==> src/rtl/imem_boot_loader_if.sv <==
// Load-stream, core-PC and instruction-memory port bundle for imem_boot_loader.
// master = stream source / core side, slave = the loader itself.
interface imem_boot_loader_if #(
  parameter int ADDR_W = 64,
  parameter int LEN_W  = 16
);
  logic              start;
  logic [LEN_W-1:0]  prog_len;
  logic [7:0]        byte_in;
  logic              byte_valid;
  logic              byte_ready;
  logic [ADDR_W-1:0] core_pc;
  logic [ADDR_W-1:0] mem_addr;
  logic [31:0]       mem_wdata;
  logic              mem_we;
  logic              core_hold;
  logic              done;
  logic              error;

  modport master (
    output start, prog_len, byte_in, byte_valid, core_pc,
    input  byte_ready, mem_addr, mem_wdata, mem_we, core_hold, done, error
  );

  modport slave (
    input  start, prog_len, byte_in, byte_valid, core_pc,
    output byte_ready, mem_addr, mem_wdata, mem_we, core_hold, done, error
  );
endinterface

==> src/rtl/imem_boot_loader.sv <==
// Streams a little-endian program image into instruction memory, holding the core until done.
// Optional trailing checksum byte check: define IMEM_LOADER_CHECKSUM_EN.
module imem_boot_loader #(
  parameter int MEM_BYTES = 148,
  parameter int ADDR_W    = 64,
  parameter int LEN_W     = 16
) (
  input logic              clk,
  input logic              reset,
  imem_boot_loader_if.slave bus
);
  localparam int CNT_W = $clog2(MEM_BYTES + 1);

  typedef enum logic [2:0] {
    S_IDLE,
    S_LOAD,
    S_WRITE,
    S_DONE,
`ifdef IMEM_LOADER_CHECKSUM_EN
    S_ERROR,
    S_CHECK
`else
    S_ERROR
`endif
  } state_t;

  state_t           state, state_d;
  logic [CNT_W-1:0] byte_cnt, cnt_d;
  logic [CNT_W-1:0] len_q, len_d;
  logic [31:0]      word_buf, buf_d;
`ifdef IMEM_LOADER_CHECKSUM_EN
  logic [7:0]       sum_q, sum_d;
`endif

  function automatic logic len_ok(input logic [LEN_W-1:0] len);
    return (len != '0) && (len[1:0] == 2'b00) && (32'(len) <= 32'(MEM_BYTES));
  endfunction

  always_ff @(posedge clk) begin
    if (reset) begin
      state    <= S_IDLE;
      byte_cnt <= '0;
      len_q    <= '0;
      word_buf <= '0;
`ifdef IMEM_LOADER_CHECKSUM_EN
      sum_q    <= '0;
`endif
    end else begin
      state    <= state_d;
      byte_cnt <= cnt_d;
      len_q    <= len_d;
      word_buf <= buf_d;
`ifdef IMEM_LOADER_CHECKSUM_EN
      sum_q    <= sum_d;
`endif
    end
  end

  always_comb begin
    state_d        = state;
    cnt_d          = byte_cnt;
    len_d          = len_q;
    buf_d          = word_buf;
`ifdef IMEM_LOADER_CHECKSUM_EN
    sum_d          = sum_q;
`endif
    bus.byte_ready = 1'b0;
    bus.mem_we     = 1'b0;
    bus.mem_wdata  = '0;
    bus.mem_addr   = ADDR_W'({byte_cnt[CNT_W-1:2], 2'b00});
    bus.core_hold  = 1'b1;
    bus.done       = 1'b0;
    bus.error      = 1'b0;

    case (state)
      S_IDLE: bus.mem_addr = '0;
      S_LOAD: begin
        bus.byte_ready = 1'b1;
        if (bus.byte_valid) begin
          buf_d[{byte_cnt[1:0], 3'b000} +: 8] = bus.byte_in;
          cnt_d = byte_cnt + CNT_W'(1);
`ifdef IMEM_LOADER_CHECKSUM_EN
          sum_d = sum_q + bus.byte_in;
`endif
          if (byte_cnt[1:0] == 2'd3) state_d = S_WRITE;
        end
      end
      S_WRITE: begin
        bus.mem_we    = 1'b1;
        bus.mem_wdata = word_buf;
        bus.mem_addr  = ADDR_W'(byte_cnt - CNT_W'(4));
        if (byte_cnt == len_q) begin
`ifdef IMEM_LOADER_CHECKSUM_EN
          state_d = S_CHECK;
`else
          state_d = S_DONE;
`endif
        end else begin
          state_d = S_LOAD;
        end
      end
`ifdef IMEM_LOADER_CHECKSUM_EN
      S_CHECK: begin
        bus.byte_ready = 1'b1;
        if (bus.byte_valid)
          state_d = (8'(sum_q + bus.byte_in) == 8'h00) ? S_DONE : S_ERROR;
      end
`endif
      S_DONE: begin
        bus.core_hold = 1'b0;
        bus.done      = 1'b1;
        bus.mem_addr  = bus.core_pc;
      end
      S_ERROR: begin
        bus.error    = 1'b1;
        bus.mem_addr = '0;
      end
      default: state_d = S_IDLE;
    endcase

    // A load may (re)start only from a resting state; a bad length is rejected outright.
    if ((state == S_IDLE || state == S_DONE || state == S_ERROR) && bus.start) begin
      if (len_ok(bus.prog_len)) begin
        state_d = S_LOAD;
        len_d   = bus.prog_len[CNT_W-1:0];
        cnt_d   = '0;
`ifdef IMEM_LOADER_CHECKSUM_EN
        sum_d   = '0;
`endif
      end else begin
        state_d = S_ERROR;
      end
    end
  end
endmodule

==> src/flat_wrapper.sv <==
// flat-port wrapper written by rule: the top's interface ports become plain ports
module imem_boot_loader_flat 
#(
  parameter int MEM_BYTES = 148,
  parameter int ADDR_W    = 64,
  parameter int LEN_W     = 16
)
  (clk, reset, bus_start, bus_prog_len, bus_byte_in, bus_byte_valid, bus_core_pc, bus_byte_ready, bus_mem_addr, bus_mem_wdata, bus_mem_we, bus_core_hold, bus_done, bus_error);
  imem_boot_loader_if #(.ADDR_W(ADDR_W), .LEN_W(LEN_W)) bus_i ();
  input logic clk;
  input logic reset;
  input wire logic [$bits(bus_i.start)-1:0] bus_start;
  input wire logic [$bits(bus_i.prog_len)-1:0] bus_prog_len;
  input wire logic [$bits(bus_i.byte_in)-1:0] bus_byte_in;
  input wire logic [$bits(bus_i.byte_valid)-1:0] bus_byte_valid;
  input wire logic [$bits(bus_i.core_pc)-1:0] bus_core_pc;
  output wire logic [$bits(bus_i.byte_ready)-1:0] bus_byte_ready;
  output wire logic [$bits(bus_i.mem_addr)-1:0] bus_mem_addr;
  output wire logic [$bits(bus_i.mem_wdata)-1:0] bus_mem_wdata;
  output wire logic [$bits(bus_i.mem_we)-1:0] bus_mem_we;
  output wire logic [$bits(bus_i.core_hold)-1:0] bus_core_hold;
  output wire logic [$bits(bus_i.done)-1:0] bus_done;
  output wire logic [$bits(bus_i.error)-1:0] bus_error;
  assign bus_i.start = bus_start;
  assign bus_i.prog_len = bus_prog_len;
  assign bus_i.byte_in = bus_byte_in;
  assign bus_i.byte_valid = bus_byte_valid;
  assign bus_i.core_pc = bus_core_pc;
  assign bus_byte_ready = bus_i.byte_ready;
  assign bus_mem_addr = bus_i.mem_addr;
  assign bus_mem_wdata = bus_i.mem_wdata;
  assign bus_mem_we = bus_i.mem_we;
  assign bus_core_hold = bus_i.core_hold;
  assign bus_done = bus_i.done;
  assign bus_error = bus_i.error;
  imem_boot_loader #(.MEM_BYTES(MEM_BYTES), .ADDR_W(ADDR_W), .LEN_W(LEN_W)) u_core (.clk(clk), .reset(reset), .bus(bus_i));
endmodule
==> config.mk <==
export PLATFORM = sky130hd
export DESIGN_NAME = imem_boot_loader_flat
export DESIGN_NICKNAME = d
export VERILOG_FILES = /design/src/rtl/imem_boot_loader_if.sv /design/src/rtl/imem_boot_loader.sv /design/src/flat_wrapper.sv
export SDC_FILE = /design/constraint.sdc
export NUM_CORES = 1
export LEC_CHECK = 0
export BUFFER_PORTS_ARGS = -buffer_cell sky130_fd_sc_hd__buf_2
export CAP_MARGIN = 15
export CORE_ASPECT_RATIO = 2
export CORE_MARGIN = 4
export CORE_UTILIZATION = 48
export DETAILED_ROUTE_END_ITERATION = 8
export PLACE_DENSITY_LB_ADDON = 0.1
export SYNTH_ARGS = -nofsm -noshare
export SYNTH_HDL_FRONTEND = slang
export SYNTH_SLANG_ARGS = --single-unit
==> constraint.sdc <==
create_clock -name clk -period 4.8 [get_ports clk]
set_input_delay 0.24 -clock clk [delete_from_list [all_inputs] [get_ports clk]]
set_output_delay 0.24 -clock clk [all_outputs]
set_load 0.05 [all_outputs]
### After elaboration in Yosys (flattened, before gate mapping)

Index checks and enable logic that the tools add are counted.
Widths: inputs -> output; s select.

* register bits: 51
* latch bits: 0
* memory bits (writable): 0
* ROM bits: 0
* input port bits: 92
* output and inout port bits: 101
* logic and storage cells: 50
* memories: 0

* add/sub/neg operators: 3
* $mul: 0
* div/mod/pow operators: 0
* $lt $le $gt $ge: 1
* equal/unequal tests: 9
* shift operators: 2
* muxes and demuxes: 18
* bitwise operators: 0
* reductions and logical operators: 13

Operators with widths (count)
* $pmux 64 s3: 1
* $bwmux 32: 1
* $mux 32: 1
* $mux 8: 4
* $shift 8x7->32 const A: 1
* $shiftx 8x7->32: 1
* $le 16x8->1 const B: 1
* $reduce_bool 16->1: 1
* $mux 3: 4
* $pmux 3 s3: 1
* $sub 8x3->9 const B: 1
* $add 8x1->8 const B: 1
* $eq 8x8->1: 1
* $neg 5->7: 1
* $eq 3x2->1 const B: 2
* $mux 1: 5
* $reduce_and 2->1: 2
* $eq 3x1->1 const B: 1
* $eq 3x3->1 const B: 1
* $logic_and 1x1->1: 3
* $logic_not 3->1: 1
* $ne 3x1->1 const B: 1
* $ne 3x2->1 const B: 1
* $reduce_and 3->1: 1
* other kinds (7): 8

### Longest topological paths before layout

* depth in word-level cells: 6
* depth in mapped cells: 8
* gate-level depth less buffers: 6

### Worst setup path before layout

Ideal clock, no wire load.

* path type: flip-flop to output port
* from: register u_core.state[1]
* to: output port bus_mem_addr[37]
* arrival: 2.124 ns
* required time: 4.560 ns
* setup slack: 2.436 ns
* cell stages (with the launch flop): 7
* path buffers: 2
* cell sequence: dfxtp_1 -> buf_4 -> nor2b_4 -> nand2_2 -> clkinv_2 -> clkbuf_1 -> a21o_1

* word-level cells in the longest chain between the ends: 3
* elaborated cells between the ends (all ways): 6
* those cells by class: 3 x eq/ne; 1 x mux; 2 x reduce/logical

Ends and longest elaborated chain
* start: declaration: line imem_boot_loader.sv:27 `state_t state, state_d;`
* start signal: assignment: line imem_boot_loader.sv:49 `state <= state_d;`
* $eq 3x3->1 / $logic_not 3->1 (equally long branches): line imem_boot_loader.sv:75 `case (state)`
* $reduce_or 2->1 (no source line)
* $pmux 64 s3 *: line imem_boot_loader.sv:75
* end: declaration: line flat_wrapper.sv:18 `output wire logic [$bits(bus_i.mem_addr)-1:0] bus_mem_addr;`

Mark *: on every way between the ends. The rest lies on a longest branch, timed or not.

### Worst setup path in the final report

* from: register u_core.state[1]
* to: output port bus_mem_addr[62]

The elaborated chain is that of the path after synthesis.

==> results_dict.tcl <==
set metrics [dict create \
    outcome "completed" \
    post-dp-hpwl_um 8630 \
    critPathLaunchType "flip-flop" \
    firstDrtPassIters 4 \
    ctsRootBufferMaster "sky130_fd_sc_hd__clkbuf_16" \
    gp_routability_congestion 0.886 \
    synthesis.nets 533 \
    ys_seq_elements 51 \
    floorplan.die.width_um 67.1 \
    yosysSeqAreaShare_pct 30.4 \
    ys_dominant_reg_cell "sky130_fd_sc_hd__dfxtp_1" \
    synthDominantCellAreaShare_pct 30.4 \
    clkSlewWorstSetupHoldPaths_ps 60 \
    timing.critical_path.fanout_max 56 \
    design.die.area_um2 8470 \
    port_buffers 192 \
    power.density_nw_per_um2 204 \
    p_sw_share_pct 20.7 \
    cp-end-kind "output port" \
    drt_first_iter_violations 123 \
    cts_buffers 5 \
    placed_cells 676 \
    main_area_contributors_after_synthesis "sky130_fd_sc_hd__dfxtp_1 30%, sky130_fd_sc_hd__a21o_1 13%, sky130_fd_sc_hd__and2_1 6.9%" \
    async_reset_ff_share_pct 0 \
    grt_pass1_vias 3515 \
    cts_hold_repair.buffers 0 \
    core_area_um2 6730 \
    num_rows 42 \
    insertion_delay_ps 290 \
    avgSynthCellArea_um2 7.74 \
    clock_power_share_pct 45.4 \
    final_max_slew_viol_count 0 \
    dpl_worst_slack_ps 1670 \
    timing.max_cap.violations 0 \
    grt_pass1_wl_um 16400 \
    final_critical_path_setup_slack_ps 1390 \
    post-route-util_pct 65.9 \
    layoutNonFillerInstCount 684 \
    final_antenna_net_count 0 \
    worst_slew_pin_slew_ps 970 \
    hold_path_class "input pin to flip-flop" \
    setup-violations-final 0 \
    worst_r2r_src "u_core.state[1]$_SDFFE_PP0P_" \
    post_synth_num_cell_types 42 \
    cts-resized-gates 0 \
    cell_type_contributing_the_most_total_cell_area_after_synthesis "sky130_fd_sc_hd__dfxtp_1" \
    antenna_cells_inserted 0 \
    yosys_warnings 0 \
    drt-total-wl_um 11000 \
    seq_power_share_pct 47.1 \
    route.detailed.vias_per_inst 5.45 \
    p_int_mw 0.718 \
    final-hold-violation-count 0 \
    cts.sink_count 51 \
    cp_data_required_time_ps 4560 \
    route.detailed.drc 0 \
    static-leakage-power_nw 2.62 \
    final.min_clock_period_ps 3410 \
    layout-drive-gt1-share_pct 35.4 \
    ctsHtreeMaxLevel 2 \
    clock_skew_ps 3.36 \
    final_net_count 695 \
    timing_worst_setup_path_type "flip-flop to output port" \
    rel_slew_slack_pct 35.3 \
    synth_enable_flop_cells 0 \
    effective_utilization_at_floorplan_pct 49.9 \
    num-fill-cells 632 \
    postCtsSetupBuffers 0 \
    tritoncts "yes" \
    global_route.usage.total_pct 24.8 \
    worst-endpoint-arrival_ps 3170 \
    grt.overflow.total 0 \
    dieHeight_um 126 \
    clock.fmax_mhz 293 \
    hp-start "bus_prog_len[2]" \
    clockBufferDepth 2 \
    fin_total_pwr_mw 0.905 \
    setup_total_negative_slack_ps 0 \
    setup.worst_path.start "u_core.state[1]$_SDFFE_PP0P_" \
    min_period_over_period_pct 71.1 \
    area.growth.synth_to_final_pct 32.2 \
    power.switching_mw 0.187 \
    ir_drop_mv 0.297 \
    rsz_0062_raised_after_global_routing "no" \
    boundaryPins 193 \
    maximum_number_of_pins_on_one_net_before_global_route_repair 64 \
    grt_antenna_before_repair 0 \
    p_comb_share_pct 7.5 \
    wl_per_cell_um 16.0 \
    synth_area_um2 3350 \
    postSynthCellCount 433 \
    vias 3728 \
]
==> critical path: stages (launching register included) <==
cell	delay, ps
sky130_fd_sc_hd__dfxtp_1	670
sky130_fd_sc_hd__nor2b_4	320
sky130_fd_sc_hd__nor2b_2	160
sky130_fd_sc_hd__buf_4	300
sky130_fd_sc_hd__and4b_2	950
sky130_fd_sc_hd__a21o_1	190
sky130_fd_sc_hd__buf_2	280
==> cell usage in the layout, fill, tap and decap left out, drive strengths merged, types with 7 or more instances in the layout <==
| cell | synthesis | routed |
|---|---|---|
| a21o | 57 | 57 |
| nor3b | 7 | 7 |
| ha | 8 | 8 |
| nor3 | 12 | 12 |
| dfxtp | 51 | 51 |
| buf | 17 | 194 |
| nor2 | 8 | 8 |
| nand3 | 37 | 37 |
| o21ai | 8 | 8 |
| and2 | 37 | 37 |
| mux2i | 7 | 7 |
| nand2b | 14 | 14 |
| nor4 | 7 | 7 |
| nand2 | 48 | 48 |
| a22o | 8 | 8 |
| inv | 8 | 8 |
| a21oi | 39 | 39 |
| xor2 | 9 | 9 |
==> metal layers <==
| layer | GRT usage, % | vias up | part of all wire [%] |
|---|---|---|---|
| met3 | 5.35 | 29 | 9.6 |
| met4 | 12.0 | 0 | 3.9 |
| met2 | 47.3 | 174 | 53 |
| li1 | - | 1821 | - |
| met1 | 23.6 | 1704 | 34 |
| met5 | 0 | - | 0 |
==> stage by stage <==
step,instance area (um2),hold WS [ps]
finish,4430,241
global route,4430,252
CTS,4430,242
detailed placement,4260,442
global placement,4260,435
floorplan,3350,392
==> cells in the mapped netlist (2+ instances only) <==
library cell and number:
sky130_fd_sc_hd__a21oi_1 39, sky130_fd_sc_hd__buf_2 9, sky130_fd_sc_hd__dfxtp_1 51, sky130_fd_sc_hd__mux2i_1 7, sky130_fd_sc_hd__ha_1 8, sky130_fd_sc_hd__nand2_1 47
sky130_fd_sc_hd__o21ai_0 7, sky130_fd_sc_hd__nor4_1 7, sky130_fd_sc_hd__a21o_1 57, sky130_fd_sc_hd__clkbuf_1 22, sky130_fd_sc_hd__nand3_1 37, sky130_fd_sc_hd__inv_1 8
sky130_fd_sc_hd__and2_1 37, sky130_fd_sc_hd__o21a_1 2, sky130_fd_sc_hd__nor2_1 8, sky130_fd_sc_hd__nand2b_1 14, sky130_fd_sc_hd__buf_4 7, sky130_fd_sc_hd__nor3b_1 7
sky130_fd_sc_hd__and3_1 3, sky130_fd_sc_hd__a221o_1 2, sky130_fd_sc_hd__a211oi_1 2, sky130_fd_sc_hd__a22o_1 8, sky130_fd_sc_hd__xnor2_1 6, sky130_fd_sc_hd__nand4_1 2
sky130_fd_sc_hd__nor3_1 11, sky130_fd_sc_hd__xor2_1 9
==> kinds of logic after synthesis <==
family                   after synthesis  share of synthesized area, %
AND/OR/NAND/NOR                      180                          28.8
AO/OA/AOI/OAI                        123                          24.7
flip-flops                            51                          30.4
buffers and inverters                 48                          6.75
XOR/XNOR                              15                          3.92
multiplexers                           8                          2.43
adder cells (fa/ha/maj)                8                          2.99
==> flip-flops by register name, indices dropped and copies added (netlist names) <==
name / count
u_core.byte_cnt: 8
u_core.state: 3
u_core.word_buf: 32
u_core.len_q: 8
==> path summary, 6_finish.rpt <==
check                                          to  slack, ps  depth (start not counted)
setup / recovery                 bus_mem_addr[62]       1390                          6
hold / removal       u_core.len_q[2]$_SDFFE_PP0P_        240                          3
setup reg to reg     u_core.len_q[4]$_SDFFE_PP0P_       2010                          6
hold reg to reg   u_core.word_buf[0]$_SDFFE_PP0P_        450                          2
==> area by class of cell <==
class	instances	area, um2	area share [%]
Clock buffer	6	139	3.13
Multi-Input combinational cell	334	2120	47.7
Sequential cell	51	1020	23.0
Timing Repair Buffer	194	976	22.0
Tap cell	88	110	2.48
Inverter	9	35.0	0.791
Clock inverter	2	35.0	0.791
==> power by group through the flow <==
stage | logic [mW] | clock network, mW | registers (mW)
2_1_floorplan | 0.0231 | 0 | 0.433
3_3_place_gp | 0.0663 | 0 | 0.436
3_5_place_dp | 0.0674 | 0 | 0.436
4_1_cts | 0.0677 | 0.419 | 0.426
5_1_grt | 0.0741 | 0.438 | 0.426
6_report | 0.0677 | 0.411 | 0.427
(Power assumes the default switching activity.)
